==> src/rtl/pipe_hazard_ctrl.sv <==
// pipe_hazard_ctrl: RR-stage hazard control for a five-stage pipe.
// Resolves RAW stalls, operand forwarding, branch flush and halt drain.
// Ports: clk, resetn (active-high async reset)
//   in : rr_valid/rr_src_a/rr_src_b/rr_use_a/rr_use_b (consumer in RR)
//        ex_valid/ex_wr/ex_load/ex_dst, ma_valid/ma_wr/ma_dst,
//        wb_valid/wb_wr/wb_dst (producers), br_taken, halt_req
//   out: stall_front, bubble_ex, flush_front, fwd_a, fwd_b,
//        halt_ack, stall_cnt (saturating stall-cycle count)
// Build option: define PIPE_HAZARD_FWD_EN to enable forwarding;
//   without it every RAW match stalls and fwd_a/fwd_b stay 00.
module pipe_hazard_ctrl #(
  parameter int REG_AW    = 3,
  parameter int FLUSH_CYC = 2
) (
  input  logic              clk,
  input  logic              resetn,
  input  logic              rr_valid,
  input  logic [REG_AW-1:0] rr_src_a,
  input  logic [REG_AW-1:0] rr_src_b,
  input  logic              rr_use_a,
  input  logic              rr_use_b,
  input  logic              ex_valid,
  input  logic              ex_wr,
  input  logic              ex_load,
  input  logic [REG_AW-1:0] ex_dst,
  input  logic              ma_valid,
  input  logic              ma_wr,
  input  logic [REG_AW-1:0] ma_dst,
  input  logic              wb_valid,
  input  logic              wb_wr,
  input  logic [REG_AW-1:0] wb_dst,
  input  logic              br_taken,
  input  logic              halt_req,
  output logic              halt_ack,
  output logic              stall_front,
  output logic              bubble_ex,
  output logic              flush_front,
  output logic [1:0]        fwd_a,
  output logic [1:0]        fwd_b,
  output logic [7:0]        stall_cnt
);

  typedef enum logic [1:0] {
    RUN,
    LDSTALL,
    FLUSH,
    HALT
  } state_t;

  localparam logic [1:0] FLUSH_INIT = 2'(FLUSH_CYC - 1);
  localparam bit         FLUSH_MULTI = (FLUSH_CYC > 1);

  state_t     state_q, state_d;
  logic [1:0] fcnt_q, fcnt_d;
  logic       ack_d;
  logic       stall_c, bubble_c, flush_c;
  logic       raw;
  logic [1:0] fwd_a_c, fwd_b_c;

  // Per-operand matches already include rr_valid and rr_use, so
  // forwarding selects fall back to 00 when an operand is unused.
  logic m_ex_a, m_ex_b, m_ma_a, m_ma_b, m_wb_a, m_wb_b;
  logic p_ex, p_ma, p_wb;

  assign p_ex = rr_valid & ex_valid & ex_wr;
  assign p_ma = rr_valid & ma_valid & ma_wr;
  assign p_wb = rr_valid & wb_valid & wb_wr;

  assign m_ex_a = p_ex & rr_use_a & (rr_src_a == ex_dst);
  assign m_ex_b = p_ex & rr_use_b & (rr_src_b == ex_dst);
  assign m_ma_a = p_ma & rr_use_a & (rr_src_a == ma_dst);
  assign m_ma_b = p_ma & rr_use_b & (rr_src_b == ma_dst);
  assign m_wb_a = p_wb & rr_use_a & (rr_src_a == wb_dst);
  assign m_wb_b = p_wb & rr_use_b & (rr_src_b == wb_dst);

`ifdef PIPE_HAZARD_FWD_EN
  // Only a load in EX cannot be forwarded in time.
  assign raw = (m_ex_a | m_ex_b) & ex_load;

  // Youngest producer wins.
  assign fwd_a_c = m_ex_a ? 2'b01 :
                   m_ma_a ? 2'b10 :
                   m_wb_a ? 2'b11 : 2'b00;
  assign fwd_b_c = m_ex_b ? 2'b01 :
                   m_ma_b ? 2'b10 :
                   m_wb_b ? 2'b11 : 2'b00;
`else
  logic unused_load;
  assign unused_load = ex_load;

  assign raw = m_ex_a | m_ex_b | m_ma_a |
               m_ma_b | m_wb_a | m_wb_b;
  assign fwd_a_c = 2'b00;
  assign fwd_b_c = 2'b00;
`endif

  always_comb begin
    state_d  = state_q;
    fcnt_d   = fcnt_q;
    stall_c  = 1'b0;
    bubble_c = 1'b0;
    flush_c  = 1'b0;
    unique case (state_q)
      RUN, LDSTALL: begin
        if (br_taken) begin
          flush_c  = 1'b1;
          bubble_c = 1'b1;
          fcnt_d   = FLUSH_INIT;
          state_d  = FLUSH_MULTI ? FLUSH : RUN;
        end else if (halt_req && state_q == RUN) begin
          state_d = HALT;
        end else if (raw) begin
          stall_c  = 1'b1;
          bubble_c = 1'b1;
          state_d  = LDSTALL;
        end else begin
          state_d = RUN;
        end
      end
      FLUSH: begin
        flush_c = 1'b1;
        fcnt_d  = fcnt_q - 2'd1;
        if (fcnt_q <= 2'd1) state_d = RUN;
      end
      HALT: begin
        stall_c  = 1'b1;
        bubble_c = 1'b1;
        if (!halt_req) state_d = RUN;
      end
      default: state_d = RUN;
    endcase
  end

  assign ack_d = (state_d == HALT);

  // Reset overrides the Mealy outputs: front end is held flushed.
  assign stall_front = ~resetn & stall_c;
  assign bubble_ex   = ~resetn & bubble_c;
  assign flush_front = resetn | flush_c;
  assign fwd_a       = resetn ? 2'b00 : fwd_a_c;
  assign fwd_b       = resetn ? 2'b00 : fwd_b_c;

  always_ff @(posedge clk or posedge resetn) begin
    if (resetn) begin
      state_q   <= RUN;
      fcnt_q    <= 2'd0;
      halt_ack  <= 1'b0;
      stall_cnt <= 8'd0;
    end else begin
      state_q  <= state_d;
      fcnt_q   <= fcnt_d;
      halt_ack <= ack_d;
      if (stall_c && stall_cnt != 8'hFF)
        stall_cnt <= stall_cnt + 8'd1;
    end
  end

endmodule
==> config.mk <==
export PLATFORM = sky130hd
export DESIGN_NAME = pipe_hazard_ctrl
export DESIGN_NICKNAME = d
export VERILOG_FILES = /design/src/rtl/pipe_hazard_ctrl.sv
export SDC_FILE = /design/constraint.sdc
export NUM_CORES = 1
export LEC_CHECK = 0
export CAP_MARGIN = 40
export CORE_MARGIN = 3
export CORE_UTILIZATION = 69
export CTS_BUF_LIST = sky130_fd_sc_hd__clkbuf_4
export DETAILED_ROUTE_END_ITERATION = 7
export DONT_BUFFER_PORTS = 1
export PLACE_DENSITY_LB_ADDON = 0.08
export SLEW_MARGIN = 25
export SYNTH_ARGS = -nofsm -noshare
export SYNTH_HDL_FRONTEND = slang
export SYNTH_SLANG_ARGS = --single-unit
==> constraint.sdc <==
create_clock -name clk -period 4.5 [get_ports clk]
set_clock_uncertainty 0.1 [all_clocks]
set_input_delay 0.9 -clock clk [delete_from_list [all_inputs] [get_ports clk]]
set_output_delay 0.9 -clock clk [all_outputs]
set_load 0.02 [all_outputs]
# [After elaboration in Yosys (flattened, before gate mapping)]
# Cells that the tools add are included.
# W data, S select, Z words.
[word_totals] wordCells=68 output_inout_bits=16 in_bits=29 register_bits=13
[op_classes] reduce_logical=6 bitwise_logic=27 add_sub_neg=2 n_mux=16 magnitude_cmp=1 eq_ne=12
[ops] operator="$and A1 B1 Y1" count=20
[ops] operator="$eq A3 B3 Y1" count=6
[ops] operator="$mux W2" count=5
[ops] operator="$add A8 B1 Y8 const B" count=1
[ops] operator="$ne A8 B8 Y1 const B" count=1
[ops] operator="$eq A2 B2 Y1 const B" count=3
[ops] operator="$mux W1" count=6
[ops] operator="$or A1 B1 Y1" count=6
[ops] operator="$pmux W1 S2" count=3
[ops] operator="$pmux W2 S3" count=1
[ops] operator="$pmux W2 S2" count=1
[ops] operator="$eq A2 B1 Y1 const B" count=1
[ops] operator="$le A2 B1 Y1 const B" count=1
[ops] operator="$logic_and A1 B1 Y1" count=2
[ops] operator="$logic_not A2 Y1" count=1
[ops] operator="$ne A2 B2 Y1 const B" count=1
[ops] operator="$reduce_and A2 Y1" count=1
[ops] operator="$reduce_bool A2 Y1" count=1
[ops] operator="$reduce_or A2 Y1" count=1
[ops] operator="$sub A2 B1 Y2 const B" count=1
[ops] operator="$not A1 Y1" count=1

# [Logic depth before layout (Yosys ltp)]
# Gate-level depths: netlist (run 1).
[logic_depth] ltp_word=14 ltp_mapped=7 ltp_nobuf=7

# [Worst setup path before layout (run 1)]
# OpenSTA, ideal clock, no wires.
[synth_timing] kind="input-to-output" start="input ex_dst[1]" end="output bubble_ex" n_path_buf=0 cell_stages=5 slack_ns=1.268 required_ns=3.500 arrival_ns=2.232 path_cell_list="xor2_1 nor4_1 or3_2 a22oi_1 a221oi_1"
[synth_via] elab_chain_len=12 word_cells_on_any_way=14 classes_between="2 x eq/ne; 4 x mux; 8 x bitwise"
[synth_lines] element="start, declared" line_no="25" source="input logic [REG_AW-1:0] ex_dst,"
[synth_lines] element="$eq A3 B3 Y1, on equally long branches" line_no="69, 70"
[synth_lines] element="$and A1 B1 Y1, on equally long branches" line_no="69, 70"
[synth_lines] element="$or A1 B1 Y1 (*) (3 in a row)" line_no="91" source="assign raw = m_ex_a | m_ex_b | m_ma_a |"
[synth_lines] element="$or A1 B1 Y1 (*) (2 in a row)" line_no="92" source="m_ma_b | m_wb_a | m_wb_b;"
[synth_lines] element="$mux W1 (*)" line_no="112" source="end else if (raw) begin"
[synth_lines] element="$mux W1 (*)" line_no="110" source="end else if (halt_req && state_q == RUN) begin"
[synth_lines] element="$mux W1 (*)" line_no="105" source="if (br_taken) begin"
[synth_lines] element="$pmux W1 S2 (*)" line_no="103" source="unique case (state_q)"
[synth_lines] element="$and A1 B1 Y1 (*)" line_no="138" source="assign bubble_ex = ~resetn & bubble_c;"
[synth_lines] element="end, declared" line_no="36" source="output logic bubble_ex,"
# Every way passes the cells marked *; elsewhere a longest branch is shown, timed or not.

# [Final worst setup path (run 1)]
[layout_timing] start="input rr_src_b[1]" end="output bubble_ex"
[layout_via] elab_chain_len=12 word_cells_on_any_way=16 classes_between="3 x eq/ne; 4 x mux; 9 x bitwise"
[layout_lines] element="start, declared" line_no="19" source="input logic [REG_AW-1:0] rr_src_b,"
[layout_lines] element="$eq A3 B3 Y1" line_no="70" source="assign m_ex_b = p_ex & rr_use_b & (rr_src_b == ex_dst);"
[layout_lines] element="$and A1 B1 Y1" line_no="70"
[layout_lines] element="$or A1 B1 Y1 (3 in a row)" line_no="91"
[layout_lines] element="$or A1 B1 Y1" line_no="92"
[layout_lines] element="$or A1 B1 Y1 (*)" line_no="92"
[layout_lines] element="$mux W1 (*)" line_no="112"
[layout_lines] element="$mux W1 (*)" line_no="110"
[layout_lines] element="$mux W1 (*)" line_no="105"
[layout_lines] element="$pmux W1 S2 (*)" line_no="103"
[layout_lines] element="$and A1 B1 Y1 (*)" line_no="138"
# Marks and branches as above.

==> run metrics, run 1 <==
Critical Setup Path Class input pin to output pin; startpoint type of the worst setup path input pin; CTS Buffer Depth 2; root buffer selected by CTS clkbuf_4; CP endpoint kind output pin; placement-stage worst setup slack ~1.1 ns; vias per cell 6.89; fin nets ~140; CTS tree done; Synth Area in Compound Gates 16.2%; Slowest cell on crit path a221oi_1; initial antenna violation count 0; die area about 1900 µm²; crit path max fanout 3; design area 981 µm²; mapped cell area between 900 and 1000 µm²; final hold vios 0; Post-synth EDFFs 0; largest net degree at the start of global routing 15; Final WS setup 1.06 ns; asr flop ratio synth between 90% and 100%; CTS Sinks 13; Cells after Synth 107; Cell Pwr Density roughly 430 nW/µm²; GRT Total Usage 23.0%; Post-Synth XOR/XNOR Area 18.2%; area delta synth->final 1.82%; Synth Warn # 0; outcome complete, no violations; final routed DRC violation total 0; pins over their slew limit 0; die height 43.4 µm; Core ar. 1200 µm²; leakage about 0.47 nW; sequential element share of the synthesized area roughly a third; commonest cells in the netlist xor2_1, dfrtp_1, inv_1, nand3_1, nor4_1; Pre-antenna DRT Iters 4; initial DRC count 35; Post-CTS Setup Bufs 0; overall power 0.420 mW; cell with the most instances after synthesis xor2_1; drt wl/cell 16.9 µm; critical path cell sequence xor2_1, nor4_1, or3_2, a22oi_1, a221oi_1; initial cell density of the core 80.2%; final cell count without fillers 123; Antenna Nets Post-Route 0; CTS Buf Count 3; ys flop type dfrtp_1; largest family of logic cells by synthesized area simple AND/OR/NAND/NOR gates; synthesized area per cell 9.00 µm²; RSZ-0062 raised after global routing no; routability cong. 0.849; Simple-Gate Fraction of Synth Area 19.2%; placed cell area 951 µm²; layout cells sized above 1 under 10%; Worst Hold Class input pin to async pin; clock latency on the worst-skew pair 0.28 ns; worst slew pin tran 0.819 ns; Detail Placement HPWL between 1500 and 2000 µm; ant diodes 0; adder-cell area share of the yosys netlist 2.60%; Max VDD drop 0.278 mV; Arr. time, crit path 2.44 ns; worst stage delay on the critical path 0.73 ns; top post-synthesis cells by area dfrtp_1, xor2_1, nor4_1; Die W between 40 and 50 µm; port buffer count 0; Synth Register Bits 13; Cell Count Post-Placement about 120; Fin Setup TNS 0 ns; share of the synthesized area in the top cell type 33.8%; Std-Cell Rows 12; Final Core Density 81.7%; first-pass GRT wire length 3250 µm; MaxCap Viol Count 0; Final Setup Violations 0; vias in the first global route 780; Synth cell types 33; clock slew at reported path FFs around 0.080 ns; post-CTS sizing 0; CP required 3.50 ns; I/O pin total 45; Period minus WS final 3.44 ns; Post-Route WL 2080 µm; Max Clock Freq 290 MHz; cell taking the most area after synthesis dfrtp_1; Overflow after GRT 0; normalized max-slew margin 53.2%; period utilization around three quarters; hold_buf cts 0; Vias 847; final hold slack around 0.42 ns; H-tree Lvls 1; post-synthesis mux area share 2.60%
-- routing by layer --
layer  vias to the layer above  routed length, µm  global-route usage (%)
li1                        387                  -                       -
met5                         -                  0                       0
met2                        49               1050                    37.5
met1                       405                788                    28.2
met4                         0                 44                    9.04
met3                         6                194                    7.47
-- cell type report --
class / instances / area, µm²
inverters: 7 / 26.3
well taps: 14 / 17.5
multi-input cells: 85 / 582
fillers: 80 / 220
flip-flops and latches: 13 / 325
clock buffers: 4 / 30.0
-- cells by family (layout without fill, tap and decap cells) --
family | Yosys count | count (layout)
muxes | 2 | 2
and+or+nand+nor | 34 | 34
xor gates and xnor gates | 20 | 20
adders and majority gates | 2 | 2
DFF | 13 | 13
buffers and inverters | 12 | 11
other | 1 | 4
AOI/OAI and AO/OA | 23 | 23
-- path summary, 6_finish.rpt --
kind,startpoint,to,slack (ns),cells after the start
max,rr_src_b[1],bubble_ex,1.06,5
min,resetn,stall_cnt[4],0.42,1
max reg2reg,stall_cnt[0],stall_cnt[1],2.39,6
min reg2reg,fcnt_q[0],fcnt_q[0],0.42,1
max in group asynchronous,resetn,stall_cnt[6],3.54,1
min in group clk,fcnt_q[0],fcnt_q[0],0.42,1
-- registers in the layout, indices dropped and copies added, names as in the netlist --
name and cells:
fcnt_q 2, halt_ack 1, stall_cnt 8, state_q 2
-- critical path: cells and delay by family --
kind / cells / cell delay [ns]
AO/OA/AOI/OAI: 2 / 0.81
AND/OR/NAND/NOR: 2 / 0.58
XOR/XNOR: 1 / 0.15
-- cells in the final DEF, fill, tap and decap left out, types with 2 or more instances in the layout --
cell       n
a21oi_1    5
a221oi_1   3
a31oi_1    3
and3_1     3
clkbuf_4   4
conb_1     4
dfrtp_1   13
ha_1       2
inv_1      7
nand2_1    5
nand3_1    7
nor2_1     5
nor3_1     2
nor4_1     6
o21ai_0    4
o311ai_1   2
xor2_1    19
-- power breakdown --
| group | switching (mW) | internal [mW] | total, mW | leakage [nW] |
|---|---|---|---|---|
| Sequential | 0.0565 | 0.146 | 0.203 | 0.165 |
| Combinational | 0.0756 | 0.0611 | 0.137 | 0.288 |
| Clock | 0.0403 | 0.0405 | 0.0808 | 0.0184 |
| Total | 0.172 | 0.248 | 0.420 | 0.471 |
Power figures use the tool's default switching activity.
==> inputs of run 2 (changes only) <==
Settings changed: ABC_AREA set to 1, CORE_UTILIZATION 69 to 65.
Clock period 4.5 ns to 3.2 ns, I/O delays scaled along.
==> run 2 against run 1 <==
Net effect: sequential power is 45% higher; synthesized area is 15% higher; worst setup slack lost 0.26 ns; clock power increased by 39%; final cell count rose by 73%; combinational power grew 46%; critical endpoint unchanged; largest cell class unchanged; largest power group unchanged.
==> run metrics, run 2 <==
M3 GR Usage 6.90%; routability cong. around 0.83; mapped cell area 1110 µm²; cell count along the critical path 10; root buffer selected by CTS clkbuf_4; initial antenna violation count 0; Period minus WS final 2.40 ns; Overflow after GRT 0; overall power 0.607 mW; drt wl/cell 10.7 µm; Die W around 47 µm; Std-Cell Rows 14; clock slew at reported path FFs about 0.080 ns; final hold vios 0; Core ar. 1560 µm²; worst stage delay on the critical path 0.39 ns; Critical Path End bubble_ex; Cells after Synth approximately 190; RSZ-0062 raised after global routing no; sequential element share of the synthesized area between 20 and 30%; Worst Hold Class input pin to async pin; Critical Setup Path Class input pin to output pin; startpoint type of the worst setup path input pin; Synth Warn # 0; fin nets 229; GRT Total Usage 24.1%; die height 47.3 µm; initial DRC count 16; reg-to-reg setup timing slack 1.23 ns; commonest cells in the netlist nand2_1, inv_1, nor2_1, nand3_1, dfrtp_1; top post-synthesis cells by area nand2_1, dfrtp_1, inv_1; CTS Buffer Depth 2; MaxCap Viol Count 0; CTS Sinks 13; Arr. time, crit path 1.66 ns; Max VDD drop 0.416 mV; Top Registers stall_cnt x8, fcnt_q x2, state_q x2; vias per cell 5.22; Biggest register stall_cnt; layout cells sized above 1 ~6.6%; hold_buf cts 0; reg2reg path depth 10; most frequent cells in the layout nand2_1, inv_1, nor2_1; Detail Placement HPWL 1880 µm; Slowest cell on crit path a21oi_1; Pre-antenna DRT Iters 4; port buffer count 0; Max Clock Freq 417 MHz; Sequential cell area around 330 µm²; first-pass GRT wire length around 3900 µm; asr flop ratio synth 100%; Final WS setup 0.799 ns; critical path cell sequence inv_1, nand2_1, nand2_1, nor2_1, nand2_1, nand3_1, nand2_1, nand2_2, o21ai_0, a21oi_1; initial cell density of the core 71.0%; Vias between 1000 and 1500; Worst Path Buf+Inv 1; CP endpoint kind output pin; cell taking the most area after synthesis nand2_1; clock latency on the worst-skew pair 0.28 ns; outcome complete, no violations; R2R Path End stall_cnt[5]; final routed DRC violation total 0; share of the synthesized area in the top cell type 30.5%; routing usage on met2 38.2%; Fillers 144; synthesized area per cell approximately 5.7 µm²; Cell Pwr Density 535 nW/µm²; critical path startpoint rr_src_b[1]; Post-Route WL 2290 µm; most frequent CP cell nand2_1; vias in the first global route around 1000; multi-input logic area ~640 µm²; Most Crowded Layer GR met2; Post-synth EDFFs 0; Largest register FFs 8; Fin Setup TNS 0 ns; RR Startpoint stall_cnt[0]; period utilization 75.0%; Final Setup Violations 0; CP required 2.46 ns; I/O pin total between 40 and 50; crit path max fanout 4; ys flop type dfrtp_1; post-CTS sizing 0; final hold slack between 0.1 and 0.15 ns; Synth cell types 18; area delta synth->final 2.49%; commonest non-fill, non-tap cell in the layout nand2_1; pins over their slew limit 0; Final Core Density 72.8%; ant diodes 0; largest net degree at the start of global routing 16; Post-CTS Setup Bufs 0; H-tree Lvls 1; Synth Register Bits 13; cell with the most instances after synthesis nand2_1; met1 global-route usage a little under a third; CTS Buf Count 3; die area 2230 µm²; leakage 0.722 nW; CTS tree done; Antenna Nets Post-Route 0; placement-stage worst setup slack 0.790 ns; CP top delay family simple AND/OR/NAND/NOR gates
[run 2: stage by stage]
stage	cell area [µm²]	std cells
final	1130	213
after global placement	1100	209
after detailed placement	1100	209
after global routing	1130	213
after floorplan	1120	197
after CTS	1130	213
[run 2: metal layers]
layer | vias up | wire length, µm
li1 | 584 | -
met1 | 482 | 1010
met2 | 40 | 1070
met3 | 5 | 185
met4 | 0 | 28
met5 | - | 0
[run 2: report_power, final]
group          internal [mW]  switching (mW)  total [mW]
sequential             0.212          0.0832       0.295
combinational         0.0722           0.128       0.200
clock                 0.0569          0.0552       0.112
[run 2: area by class of cell]
class                      count  area share (%)
sequential                    13            28.7
multi-input combinational    149            56.3
tap                           16            1.76
timing repair buffer           1           0.662
inverter                      30            9.92
clock buffer                   4            2.65
[run 2: logic make-up after synthesis]
family / Yosys count / synth area share, %
AO/OA/AOI/OAI: 9 / 4.29
AND/OR/NAND/NOR: 131 / 47.5
XOR/XNOR: 3 / 2.37
flip-flops: 13 / 29.4
adder cells (fa/ha/maj): 2 / 2.26
other: 1 / 0.339
buffers and inverters: 35 / 13.9
[run 2: how the worst min path moves through the flow]
stage	startpoint	end	cells after the start
after floorplan	fcnt_q[0]	fcnt_q[0]	1
after global placement	fcnt_q[0]	fcnt_q[0]	1
after detailed placement	fcnt_q[0]	fcnt_q[0]	1
after CTS	resetn	stall_cnt[7]	2
after global routing	resetn	stall_cnt[7]	2
final	resetn	fcnt_q[1]	2
